<file path="src/rtl/mem_link_pkg.sv">
// Shared types for the memory-over-UART receive path: receiver state encoding
// and the bytes-per-word helper.
package mem_link_pkg;

    typedef enum logic [2:0] {
        IDLE,
        WAIT_BYTE,
        WRITE,
        CHECK,
        DONE
    } rx_state_e;

    function automatic int unsigned BYTES_PER_WORD(input int unsigned word_len,
                                                   input int unsigned byte_len);
        return (word_len + byte_len - 1) / byte_len;
    endfunction

endpackage

</file>
<file path="src/rtl/mem_image_receiver_if.sv">
// Control, UART-byte and memory-write signals of mem_image_receiver.
// The master side drives start/addresses/bytes; the slave side is the receiver.
interface mem_image_receiver_if #(
    parameter int unsigned MEM_WORD_LENGTH = 12,
    parameter int unsigned MEM_ADDR_LENGTH = 12,
    parameter int unsigned UART_WIDTH      = 8
);
    logic                       start;
    logic [MEM_ADDR_LENGTH-1:0] start_addr;
    logic [MEM_ADDR_LENGTH-1:0] end_addr;
    logic                       rxByteReady;
    logic [UART_WIDTH-1:0]      byteFromRx;
    logic                       memWrEn;
    logic [MEM_ADDR_LENGTH-1:0] mem_address;
    logic [MEM_WORD_LENGTH-1:0] dataToMem;
    logic                       busy;
    logic                       image_received;
    logic                       timeout_err;
    logic                       checksum_err;
    logic [MEM_ADDR_LENGTH:0]   words_written;

    modport master (
        output start, start_addr, end_addr, rxByteReady, byteFromRx,
        input  memWrEn, mem_address, dataToMem, busy, image_received,
               timeout_err, checksum_err, words_written
    );

    modport slave (
        input  start, start_addr, end_addr, rxByteReady, byteFromRx,
        output memWrEn, mem_address, dataToMem, busy, image_received,
               timeout_err, checksum_err, words_written
    );
endinterface

</file>
<file path="src/rtl/mem_image_receiver_word_assembler.sv">
// Packs LSB-first bytes into a word register; word_c/last_c reflect the
// byte being loaded this cycle so the caller can register the full word.
module word_assembler
    import mem_link_pkg::*;
#(
    parameter int unsigned WORD_W = 12,
    parameter int unsigned BYTE_W = 8
) (
    input  logic              clk,
    input  logic              rst,
    input  logic              clear,
    input  logic              load,
    input  logic [BYTE_W-1:0] byte_in,
    output logic [WORD_W-1:0] word_c,
    output logic              last_c
);
    localparam int unsigned BPW   = BYTES_PER_WORD(WORD_W, BYTE_W);
    localparam int unsigned ASM_W = BPW * BYTE_W;
    localparam int unsigned IDX_W = (BPW > 1) ? $clog2(BPW) : 1;
    localparam logic [IDX_W-1:0] IDX_LAST = IDX_W'(BPW - 1);

    logic [ASM_W-1:0] asm_q;
    logic [ASM_W-1:0] asm_d;
    logic [IDX_W-1:0] idx_q;

    // Next assembly value with the incoming byte dropped into its slot
    always_comb begin
        asm_d = asm_q;
        if (load) begin
            asm_d[32'(idx_q) * BYTE_W +: BYTE_W] = byte_in;
        end
        last_c = load && (idx_q == IDX_LAST);
        word_c = asm_d[WORD_W-1:0];
    end

    always_ff @(posedge clk or posedge rst) begin
        if (rst) begin
            asm_q <= '0;
            idx_q <= '0;
        end else if (clear) begin
            asm_q <= '0;
            idx_q <= '0;
        end else if (load) begin
            asm_q <= asm_d;
            idx_q <= last_c ? '0 : idx_q + IDX_W'(1);
        end
    end
endmodule

</file>
<file path="src/rtl/mem_image_receiver.sv">
// Receives a memory image as UART bytes and writes it word by word from start_addr
// to end_addr. Optional trailing XOR checksum byte: define MEM_IMAGE_CHECKSUM_EN.
module mem_image_receiver
    import mem_link_pkg::*;
#(
    parameter int unsigned MEM_WORD_LENGTH = 12,
    parameter int unsigned MEM_DEPTH       = 4096,
    parameter int unsigned MEM_ADDR_LENGTH = $clog2(MEM_DEPTH),
    parameter int unsigned UART_WIDTH      = 8,
    parameter int unsigned TIMEOUT_CYCLES  = 1000000
) (
    input logic                 clk,
    input logic                 rst,
    mem_image_receiver_if.slave bus
);
    localparam int unsigned AW      = MEM_ADDR_LENGTH;
    localparam int unsigned CW      = MEM_ADDR_LENGTH + 1;
    localparam int unsigned WW      = MEM_WORD_LENGTH;
    localparam int unsigned BW      = UART_WIDTH;
    localparam int unsigned TIMER_W = (TIMEOUT_CYCLES > 1) ? $clog2(TIMEOUT_CYCLES) : 1;
    localparam bit          TIMEOUT_EN = (TIMEOUT_CYCLES > 0);
    localparam logic [TIMER_W-1:0] TIMER_LAST =
        TIMER_W'((TIMEOUT_CYCLES > 0) ? TIMEOUT_CYCLES - 1 : 0);

    rx_state_e         state_q, state_d;
    logic [AW-1:0]     addr_q, addr_d;
    logic [AW-1:0]     end_q, end_d;
    logic [TIMER_W-1:0] timer_q, timer_d;
    logic [CW-1:0]     written_q, written_d;
    logic [WW-1:0]     data_q, data_d;
    logic              wr_en_q, wr_en_d;
    logic              done_q, done_d;
    logic              busy_q, busy_d;
    logic              tmo_q, tmo_d;
    logic              pend_valid_q, pend_valid_d;
    logic [BW-1:0]     pend_byte_q, pend_byte_d;
`ifdef MEM_IMAGE_CHECKSUM_EN
    logic [BW-1:0]     csum_q, csum_d;
    logic              cerr_q, cerr_d;
`endif

    logic              byte_avail_c;
    logic [BW-1:0]     byte_c;
    logic              asm_clear_c;
    logic              asm_load_c;
    logic [WW-1:0]     asm_word_c;
    logic              asm_last_c;

    // A byte held over from a WRITE cycle is always consumed before a live one
    assign byte_avail_c = pend_valid_q | bus.rxByteReady;
    assign byte_c       = pend_valid_q ? pend_byte_q : bus.byteFromRx;

    word_assembler #(
        .WORD_W (WW),
        .BYTE_W (BW)
    ) u_asm (
        .clk     (clk),
        .rst     (rst),
        .clear   (asm_clear_c),
        .load    (asm_load_c),
        .byte_in (byte_c),
        .word_c  (asm_word_c),
        .last_c  (asm_last_c)
    );

    always_comb begin
        state_d      = state_q;
        addr_d       = addr_q;
        end_d        = end_q;
        timer_d      = timer_q;
        written_d    = written_q;
        data_d       = data_q;
        wr_en_d      = 1'b0;
        done_d       = 1'b0;
        tmo_d        = tmo_q;
        pend_valid_d = pend_valid_q;
        pend_byte_d  = pend_byte_q;
        asm_clear_c  = 1'b0;
        asm_load_c   = 1'b0;
`ifdef MEM_IMAGE_CHECKSUM_EN
        csum_d       = csum_q;
        cerr_d       = cerr_q;
`endif

        case (state_q)
            IDLE: begin
                pend_valid_d = 1'b0;
                if (bus.start) begin
                    addr_d      = bus.start_addr;
                    end_d       = bus.end_addr;
                    timer_d     = '0;
                    written_d   = '0;
                    tmo_d       = 1'b0;
                    asm_clear_c = 1'b1;
`ifdef MEM_IMAGE_CHECKSUM_EN
                    csum_d      = '0;
                    cerr_d      = 1'b0;
`endif
                    state_d     = WAIT_BYTE;
                end
            end

            WAIT_BYTE: begin
                if (byte_avail_c) begin
                    asm_load_c = 1'b1;
                    timer_d    = '0;
`ifdef MEM_IMAGE_CHECKSUM_EN
                    csum_d     = csum_q ^ byte_c;
`endif
                    if (pend_valid_q) begin
                        pend_valid_d = bus.rxByteReady;
                        if (bus.rxByteReady) pend_byte_d = bus.byteFromRx;
                    end
                    if (asm_last_c) begin
                        wr_en_d = 1'b1;
                        data_d  = asm_word_c;
                        state_d = WRITE;
                    end
                end else if (TIMEOUT_EN && (timer_q == TIMER_LAST)) begin
                    tmo_d   = 1'b1;
                    state_d = IDLE;
                end else if (TIMEOUT_EN) begin
                    timer_d = timer_q + TIMER_W'(1);
                end
            end

            WRITE: begin
                written_d   = written_q + CW'(1);
                asm_clear_c = 1'b1;
                if (bus.rxByteReady) begin
                    pend_valid_d = 1'b1;
                    pend_byte_d  = bus.byteFromRx;
                end
                if (addr_q == end_q) begin
`ifdef MEM_IMAGE_CHECKSUM_EN
                    state_d = CHECK;
`else
                    done_d  = 1'b1;
                    state_d = DONE;
`endif
                end else begin
                    addr_d  = addr_q + AW'(1);
                    state_d = WAIT_BYTE;
                end
            end

`ifdef MEM_IMAGE_CHECKSUM_EN
            // Trailing byte must equal the XOR of every data byte
            CHECK: begin
                if (byte_avail_c) begin
                    timer_d = '0;
                    cerr_d  = (byte_c != csum_q);
                    if (pend_valid_q) begin
                        pend_valid_d = bus.rxByteReady;
                        if (bus.rxByteReady) pend_byte_d = bus.byteFromRx;
                    end
                    done_d  = 1'b1;
                    state_d = DONE;
                end else if (TIMEOUT_EN && (timer_q == TIMER_LAST)) begin
                    tmo_d   = 1'b1;
                    state_d = IDLE;
                end else if (TIMEOUT_EN) begin
                    timer_d = timer_q + TIMER_W'(1);
                end
            end
`endif

            DONE: begin
                pend_valid_d = 1'b0;
                state_d      = IDLE;
            end

            default: begin
                state_d = IDLE;
            end
        endcase

        busy_d = (state_d != IDLE);
    end

    always_ff @(posedge clk or posedge rst) begin
        if (rst) begin
            state_q      <= IDLE;
            addr_q       <= '0;
            end_q        <= '0;
            timer_q      <= '0;
            written_q    <= '0;
            data_q       <= '0;
            wr_en_q      <= 1'b0;
            done_q       <= 1'b0;
            busy_q       <= 1'b0;
            tmo_q        <= 1'b0;
            pend_valid_q <= 1'b0;
            pend_byte_q  <= '0;
`ifdef MEM_IMAGE_CHECKSUM_EN
            csum_q       <= '0;
            cerr_q       <= 1'b0;
`endif
        end else begin
            state_q      <= state_d;
            addr_q       <= addr_d;
            end_q        <= end_d;
            timer_q      <= timer_d;
            written_q    <= written_d;
            data_q       <= data_d;
            wr_en_q      <= wr_en_d;
            done_q       <= done_d;
            busy_q       <= busy_d;
            tmo_q        <= tmo_d;
            pend_valid_q <= pend_valid_d;
            pend_byte_q  <= pend_byte_d;
`ifdef MEM_IMAGE_CHECKSUM_EN
            csum_q       <= csum_d;
            cerr_q       <= cerr_d;
`endif
        end
    end

    assign bus.memWrEn        = wr_en_q;
    assign bus.mem_address    = addr_q;
    assign bus.dataToMem      = data_q;
    assign bus.busy           = busy_q;
    assign bus.image_received = done_q;
    assign bus.timeout_err    = tmo_q;
    assign bus.words_written  = written_q;
`ifdef MEM_IMAGE_CHECKSUM_EN
    assign bus.checksum_err   = cerr_q;
`else
    assign bus.checksum_err   = 1'b0;
`endif
endmodule
</file>
<file path="src/flat_wrapper.sv">
// flat-port wrapper written by rule: the top's interface ports become plain ports
module mem_image_receiver_flat import mem_link_pkg::*;
#(
    parameter int unsigned MEM_WORD_LENGTH = 12,
    parameter int unsigned MEM_DEPTH       = 4096,
    parameter int unsigned MEM_ADDR_LENGTH = $clog2(MEM_DEPTH),
    parameter int unsigned UART_WIDTH      = 8,
    parameter int unsigned TIMEOUT_CYCLES  = 1000000
)
  (clk, rst, bus_start, bus_start_addr, bus_end_addr, bus_rxByteReady, bus_byteFromRx, bus_memWrEn, bus_mem_address, bus_dataToMem, bus_busy, bus_image_received, bus_timeout_err, bus_checksum_err, bus_words_written);
  mem_image_receiver_if #(.MEM_WORD_LENGTH(MEM_WORD_LENGTH), .MEM_ADDR_LENGTH(MEM_ADDR_LENGTH), .UART_WIDTH(UART_WIDTH)) bus_i ();
  input logic clk;
  input logic rst;
  input wire logic [$bits(bus_i.start)-1:0] bus_start;
  input wire logic [$bits(bus_i.start_addr)-1:0] bus_start_addr;
  input wire logic [$bits(bus_i.end_addr)-1:0] bus_end_addr;
  input wire logic [$bits(bus_i.rxByteReady)-1:0] bus_rxByteReady;
  input wire logic [$bits(bus_i.byteFromRx)-1:0] bus_byteFromRx;
  output wire logic [$bits(bus_i.memWrEn)-1:0] bus_memWrEn;
  output wire logic [$bits(bus_i.mem_address)-1:0] bus_mem_address;
  output wire logic [$bits(bus_i.dataToMem)-1:0] bus_dataToMem;
  output wire logic [$bits(bus_i.busy)-1:0] bus_busy;
  output wire logic [$bits(bus_i.image_received)-1:0] bus_image_received;
  output wire logic [$bits(bus_i.timeout_err)-1:0] bus_timeout_err;
  output wire logic [$bits(bus_i.checksum_err)-1:0] bus_checksum_err;
  output wire logic [$bits(bus_i.words_written)-1:0] bus_words_written;
  assign bus_i.start = bus_start;
  assign bus_i.start_addr = bus_start_addr;
  assign bus_i.end_addr = bus_end_addr;
  assign bus_i.rxByteReady = bus_rxByteReady;
  assign bus_i.byteFromRx = bus_byteFromRx;
  assign bus_memWrEn = bus_i.memWrEn;
  assign bus_mem_address = bus_i.mem_address;
  assign bus_dataToMem = bus_i.dataToMem;
  assign bus_busy = bus_i.busy;
  assign bus_image_received = bus_i.image_received;
  assign bus_timeout_err = bus_i.timeout_err;
  assign bus_checksum_err = bus_i.checksum_err;
  assign bus_words_written = bus_i.words_written;
  mem_image_receiver #(.MEM_WORD_LENGTH(MEM_WORD_LENGTH), .MEM_DEPTH(MEM_DEPTH), .MEM_ADDR_LENGTH(MEM_ADDR_LENGTH), .UART_WIDTH(UART_WIDTH), .TIMEOUT_CYCLES(TIMEOUT_CYCLES)) u_core (.clk(clk), .rst(rst), .bus(bus_i));
endmodule
</file>
<file path="config.mk">
export PLATFORM = sky130hd
export DESIGN_NAME = mem_image_receiver_flat
export DESIGN_NICKNAME = d
export VERILOG_FILES = /design/src/rtl/mem_link_pkg.sv /design/src/rtl/mem_image_receiver_if.sv /design/src/rtl/mem_image_receiver_word_assembler.sv /design/src/rtl/mem_image_receiver.sv /design/src/flat_wrapper.sv
export SDC_FILE = /design/constraint.sdc
export NUM_CORES = 1
export LEC_CHECK = 0
export ABC_CLOCK_PERIOD_IN_PS = 2700
export BUFFER_PORTS_ARGS = -buffer_cell sky130_fd_sc_hd__buf_2
export CORE_UTILIZATION = 53
export CTS_BUF_LIST = sky130_fd_sc_hd__clkbuf_2
export DETAILED_ROUTE_END_ITERATION = 10
export PLACE_DENSITY_LB_ADDON = 0.15
export SYNTH_ARGS = -nofsm -noshare
export SYNTH_HDL_FRONTEND = slang
export SYNTH_SLANG_ARGS = --single-unit
</file>
<file path="constraint.sdc">
create_clock -name clk -period 2.7 [get_ports clk]
set_input_delay 0.135 -clock clk [delete_from_list [all_inputs] [get_ports clk]]
set_output_delay 0.135 -clock clk [all_outputs]
set_load 0.02 [all_outputs]
</file>
======== Yosys cells after proc, flatten, opt, wreduce, memory -nomap -nowiden ========
Cells that the tools add are included.
cells by class
  $add $sub $neg .......................... 5
  bitwise operators ....................... 1
  $lt $le $gt $ge ......................... 0
  divide/modulo/power cells ............... 0
  multiply operators ...................... 0
  shift operators ......................... 2
  reduce and logical (&&, ||, !) cells .... 17
  muxes and demuxes ....................... 44
  equal/unequal tests ..................... 13
operators with widths
  cell                                                                      number
  20-bit 2-to-1 mux                                                         3
  16-bit 2-to-1 mux                                                         3
  20-bit one-hot mux with 2 select lines                                    1
  4-bit negation with 34-bit output                                         1
  8-bit by 34-bit variable shift with 16-bit output (first input constant)  1
  8-bit by 34-bit indexed part select with 16-bit output                    1
  8-bit 2-to-1 mux                                                          4
  13-bit one-hot mux with 2 select lines                                    1
  12-bit 2-to-1 mux                                                         2
  12-bit one-hot mux with 2 select lines                                    1
  20-bit by 1-bit adder with 20-bit output (second input constant)          1
  20-bit == test (second input constant)                                    1
  1-bit 2-to-1 mux                                                          17
  16-bit bitwise mux                                                        1
  8-bit one-hot mux with 2 select lines                                     1
  3-bit 2-to-1 mux                                                          5
  3-bit AND reduction                                                       5
  13-bit by 1-bit adder with 13-bit output (second input constant)          1
  13-bit 2-to-1 mux                                                         1
  12-bit by 1-bit adder with 12-bit output (second input constant)          1
  12-bit == test                                                            1
  3-bit one-hot mux with 3 select lines                                     1
  2-bit inequality test (second input constant)                             4
  2-bit nonzero test                                                        4
  other kinds (15)                                                          20
word-level totals
  bits in read-only memories .............. 0
  latch bits .............................. 0
  memory bits (writable) .................. 0
  bits in registers ....................... 102
  memories kept ........................... 0
  output and inout bits ................... 42

======== Depth between registers and ports, before layout ========
  depth after elaboration ................. 8
  depth in mapped cells ................... 8
  depth with buffers taken out ............ 6

======== By module ========
From an unflattened synthesis, not the netlist that was laid out.
second synthesis, totals
  cell total of the unflattened synthesis .. 496
  area, all modules ....................... 4991.0 sq um
by module, submodules not included
  module              cells an instance  area an instance (sq um)  seq. area each (sq um)  times used
  mem_image_receiver  428                4210.3                    2127.0                  1
  word_assembler      68                 780.7                     325.3                   1

======== Worst setup path before layout ========
OpenSTA, ideal clock, no wires.
  path type ............................... reg2reg
  from .................................... register u_core.addr_q[2], in the netlist u_core.bus.mem_address[2]
  to ...................................... register u_core.addr_q[2], in the netlist u_core.bus.mem_address[2]
  buffers on the path ..................... 2
  stages on the path, launching flop included .. 8
  arrival ................................. 1.790 ns
  clock period less this slack ............ 1.931 ns
  setup slack ............................. 0.769 ns
  setup time .............................. 0.141 ns
  data required time ...................... 2.559 ns
  path through ............................ dfrtp_1 -> clkbuf_1 -> xnor2_1 -> nand4_1 -> or3_1 -> buf_2 -> a21oi_2 -> a221oi_1
between the ends
  word-level cells in the longest chain between the ends .. 3
  elaborated cells between the ends (all ways) .. 6
  classes of those cells .................. add/sub (1); eq/ne (2); mux (2); reduce/logical (1)
RTL lines
  element                                                                               line                                                  source
  from (decl)                                                                           mem_image_receiver.sv:26                              logic [AW-1:0] addr_q, addr_d;
  from (signal assigned)                                                                mem_image_receiver.sv:201                             addr_q <= addr_d;
  12-bit by 1-bit adder with 12-bit output / 12-bit == test (equally long branches)     mem_image_receiver.sv:142, mem_image_receiver.sv:134
  12-bit 2-to-1 mux / 2-bit inequality test (equally long branches)                     -
  12-bit one-hot mux with 2 select lines / 3-bit AND reduction (equally long branches)  -
Parallel ways exist; a longest one is shown, timed or not. The select of a mux whose other input is x is not followed.
A chain may end at the register's enable or synchronous reset.

======== Final worst setup path ========
  from .................................... register u_core.state_q[0]
  to ...................................... register u_core.u_asm.asm_q[3]
between the ends
  word-level cells in the longest chain between the ends .. 5
  elaborated cells between the ends (all ways) .. 9
  classes of those cells .................. eq/ne (2); mux (5); reduce/logical (2)
RTL lines
  element                                   line                                     source
  from (decl)                               mem_image_receiver.sv:25                 rx_state_e state_q, state_d;
  from (signal assigned)                    mem_image_receiver.sv:200                state_q <= state_d;
  3-bit by 1-bit == test with 1-bit output  mem_image_receiver.sv:85                 case (state_q)
  1-bit 2-to-1 mux                          mem_image_receiver.sv:85
  16-bit 2-to-1 mux                         mem_image_receiver_word_assembler.sv:29  if (load) begin
  16-bit 2-to-1 mux                         mem_image_receiver_word_assembler.sv:43  end else if (load) begin
  16-bit 2-to-1 mux                         mem_image_receiver_word_assembler.sv:40  end else if (clear) begin
  to (signal assigned)                      mem_image_receiver_word_assembler.sv:44  asm_q <= asm_d;
  to (decl)                                 mem_image_receiver_word_assembler.sv:22  logic [ASM_W-1:0] asm_q;
Parallel ways exist; a longest one is shown, timed or not. The select of a mux whose other input is x is not followed.

==> out/results.tsv <==
metric	value	unit
initial cell density of the core	55.67	%
Total Wirelength	11.14	mm
LEAKAGE	0.002623	µW
WS Path Type	reg2reg	
Worst EP required	3220	ps
Max-cap violations	0	
Slew Viols, Final	0	
vias in the first global route	3740	
Area after DPL	0.005156	mm²
vias per cell	5.659	
Power Density	853.8	mW/mm²
cell taking the most area after synthesis	dfrtp_1	
Post-synth ARST share	100.0	%
GR Util All Layers	25.98	%
slowest CP cell	dfrtp_1	
top cells by area, synth	dfrtp_1 (50%), nand2_1 (7.7%), o21ai_0 (4.0%), xnor2_1 (3.8%), nor2_1 (3.1%)	
DR vias	4001	
Mapped Area	0.004666	mm²
clk sinks	94	
# diodes	0	
Critical Path Start Type	flop	
Remaining DRCs	0	
Worst path max stage delay	700	ps
PostCTS Resize Cnt	0	
status	finished, final reports clean	
final period utilization	84.40	%
Die Y-Extent	95.83	µm
DP Wirelength	7.464	mm
CP Capture Type	flop	
number of post-CTS setup repair buffers	0	
relative slew slack	37.40	%
Num CTS Buffers	9	
worst clock skew	40.31	ps
Clock Path Buffers	2	
design area	0.005614	mm²
register bit total from synthesis	94	
initial DRC count	225	
die area	0.009182	mm²
pin count of the biggest net entering global routing	55	
CTS tree	done	
ANT nets after route	0	
initial antenna violation count	0	
Post-CTS Hold Fix Bufs	34	
Syn. warnings	0	
post-synthesis sequential area ratio	50.42	%
crit-path max FO	14	
post-DR wirelength/cell	15.76	µm
clk root buf	clkbuf_2	
placed cell count	658	
insertion delay to the later sink of the worst-skew pair	560	ps
CP Cell Sequence	or3b_1 > nor2_1 > nand2_2 > o21ai_1 > a22o_1	
slew at the pin with the worst max-slew slack	939.0	ps
Post-synth EDFFs	0	
CP arrival	2800	ps
Core Region	0.008382	mm²
layout cell share with drive strength beyond 1	21.59	%
num ports	78	
top cell type's share of synthesized area	50.42	%
Synth cell types	62	
Layout area overhead	20.33	%
Syn Nets	529	
RSZ-0062 raised after global routing	false	
Hold Fails Final Rpt	0	
min Tclk post-route	2279	ps
final setup vio count	0	
Syn Area/Cell	9.522	µm²
Non-Filler Instances	707	
CTS clk-pin slew, worst paths	290	ps
hold crit path type	in2reg	
Synth Flop Type	dfrtp_1	
number of I/O port buffers	76	
routability congestion estimate	0.8043	
H-tree levels	3	
1st-pass router iterations	5	
grt total ovfl	0	
Die W	95.83	µm
Util after Layout	66.98	%
first-pass GRT wire length	18.17	mm
Row Count	33	
achievable frequency	0.4389	GHz
maximum VDD drop	487.9	µV
# nets final	637	
Post-Syn Instances	490	
TNS Setup	0	ps
==> metrics by stage <==
step	total power, µW	hold slack [ps]	setup WS, ps
after floorplan	3450	240.4	116.3
after global placement	3963	325.9	618.4
after detailed placement	4036	327.4	486.8
after CTS	4806	139.7	458.8
after global routing	5114	130.1	304.2
final	4793	164.4	421.3
==> cells by family (layout without fill, tap and decap cells) <==
logic type / Yosys count / count (layout) / synth area share (%)
adders and majority gates: 3 / 3 / 0.8046
and+or+nand+nor: 228 / 228 / 24.19
muxes: 24 / 24 / 5.471
other: 1 / 1 / 0.08037
buffers and inverters: 33 / 145 / 2.923
xor gates and xnor gates: 21 / 21 / 3.942
DFF: 94 / 94 / 50.42
AOI/OAI and AO/OA: 86 / 86 / 12.17
==> state kept, by name, summed over array words and instances, names as in the netlist <==
signal and count:
u_core.timer_q 20, u_core.bus.words_written 13, u_core.bus.dataToMem 12, u_core.bus.mem_address 12
u_core.end_q 12, u_core.pend_byte_q 8, u_core.u_asm.asm_q 8, u_core.state_q 3
u_core.bus.busy 1, u_core.bus.image_received 1, u_core.bus.memWrEn 1, u_core.bus.timeout_err 1
u_core.pend_valid_q 1, u_core.u_asm.idx_q 1
==> report_power, final <==
part / internal (µW) / switching, µW / total, µW
Clock: 229 / 497 / 727
Sequential: 1820 / 429 / 2250
Combinational: 748 / 1070 / 1820
Total: 2800 / 2000 / 4790
==> routing by layer <==
| metal | vias to the layer above | GRT usage (%) | part of all wire [%] |
|---|---|---|---|
| li1 | 1954 | - | - |
| met3 | 12 | 5.055 | 3.7 |
| met4 | 0 | 6.095 | 1.1 |
| met2 | 104 | 42.38 | 49 |
| met1 | 1931 | 35.90 | 47 |
| met5 | - | 0 | 0 |
==> worst max-delay path: cells and delay by family (launching register included) <==
kind,cells,cell delay [ps]
AOI/OAI and AO/OA,2,650
DFF,1,700
and+or+nand+nor,3,900
==> final cells by class <==
cell class	instances	area, µm²
clock buffer	10	50.05
clock inverter	5	67.56
fill	686	2768
inverter	12	46.29
multi-input combinational	363	2186
sequential	94	2352
tap	105	131.4
timing repair buffer	118	780.7
==> cells in the final DEF, fill, tap and decap left out, types with 4 or more instances in the layout <==
| cell type | Yosys | final |
|---|---|---|
| nand2_1 | 96 | 96 |
| buf_2 | 7 | 76 |
| mux2_2 | 12 | 12 |
| nand4_1 | 17 | 17 |
| inv_1 | 11 | 10 |
| nor4b_1 | 4 | 4 |
| clkbuf_2 | 0 | 10 |
| dlygate4sd3_1 | 0 | 34 |
| a31oi_1 | 5 | 5 |
| xnor2_1 | 20 | 20 |
| a21oi_1 | 9 | 9 |
| a22o_1 | 4 | 4 |
| a221oi_1 | 5 | 5 |
| o21ai_0 | 37 | 37 |
| o2bb2ai_1 | 5 | 5 |
| dfrtp_1 | 94 | 94 |
| mux2i_1 | 12 | 12 |
| buf_4 | 1 | 8 |
| and3_1 | 6 | 6 |
| nor2_1 | 39 | 39 |
| nand3_1 | 15 | 15 |
| or3_1 | 7 | 7 |
| nor3_1 | 10 | 10 |
==> path summary, 6_finish.rpt <==
path | slack (ps) | depth (start not counted) | end | startpoint
max reg2reg | 420 | 5 | u_core.u_asm.asm_q[3]$_DFFE_PP0P_ | u_core.state_q[0]$_DFF_PP0_
max | 420 | 5 | u_core.u_asm.asm_q[3]$_DFFE_PP0P_ | u_core.state_q[0]$_DFF_PP0_
min reg2reg | 510 | 2 | u_core.bus.dataToMem[4]$_DFFE_PP0P_ | u_core.bus.dataToMem[4]$_DFFE_PP0P_
min | 160 | 5 | u_core.u_asm.idx_q$_DFFE_PP0P_ | bus_start
min in group asynchronous | 230 | 3 | u_core.bus.words_written[11]$_DFFE_PP0P_ | rst
max in group asynchronous | 1700 | 4 | u_core.timer_q[14]$_DFFE_PP0P_ | rst
==> cells in the mapped netlist, types with 2 or more instances <==
master and instances:
nand2_1 96, dfrtp_1 94, nor2_1 39, o21ai_0 37, xnor2_1 20, nand4_1 17
nand3_1 15, clkbuf_1 12, mux2_2 12, mux2i_1 12, inv_1 11, nor3_1 10
a21oi_1 9, buf_2 7, or3_1 7, and3_1 6, a221oi_1 5, a31oi_1 5
o2bb2ai_1 5, a22o_1 4, nor4b_1 4, a311oi_1 3, and2_1 3, ha_1 3
nor4_1 3, o21ai_1 3, or2_2 3, or4_1 3, a21o_1 2, nand2b_1 2
nand3b_1 2, nand4b_1 2, nor2_2 2, nor3_2 2, o31ai_1 2, or3b_1 2
(Power assumes the default switching activity.)
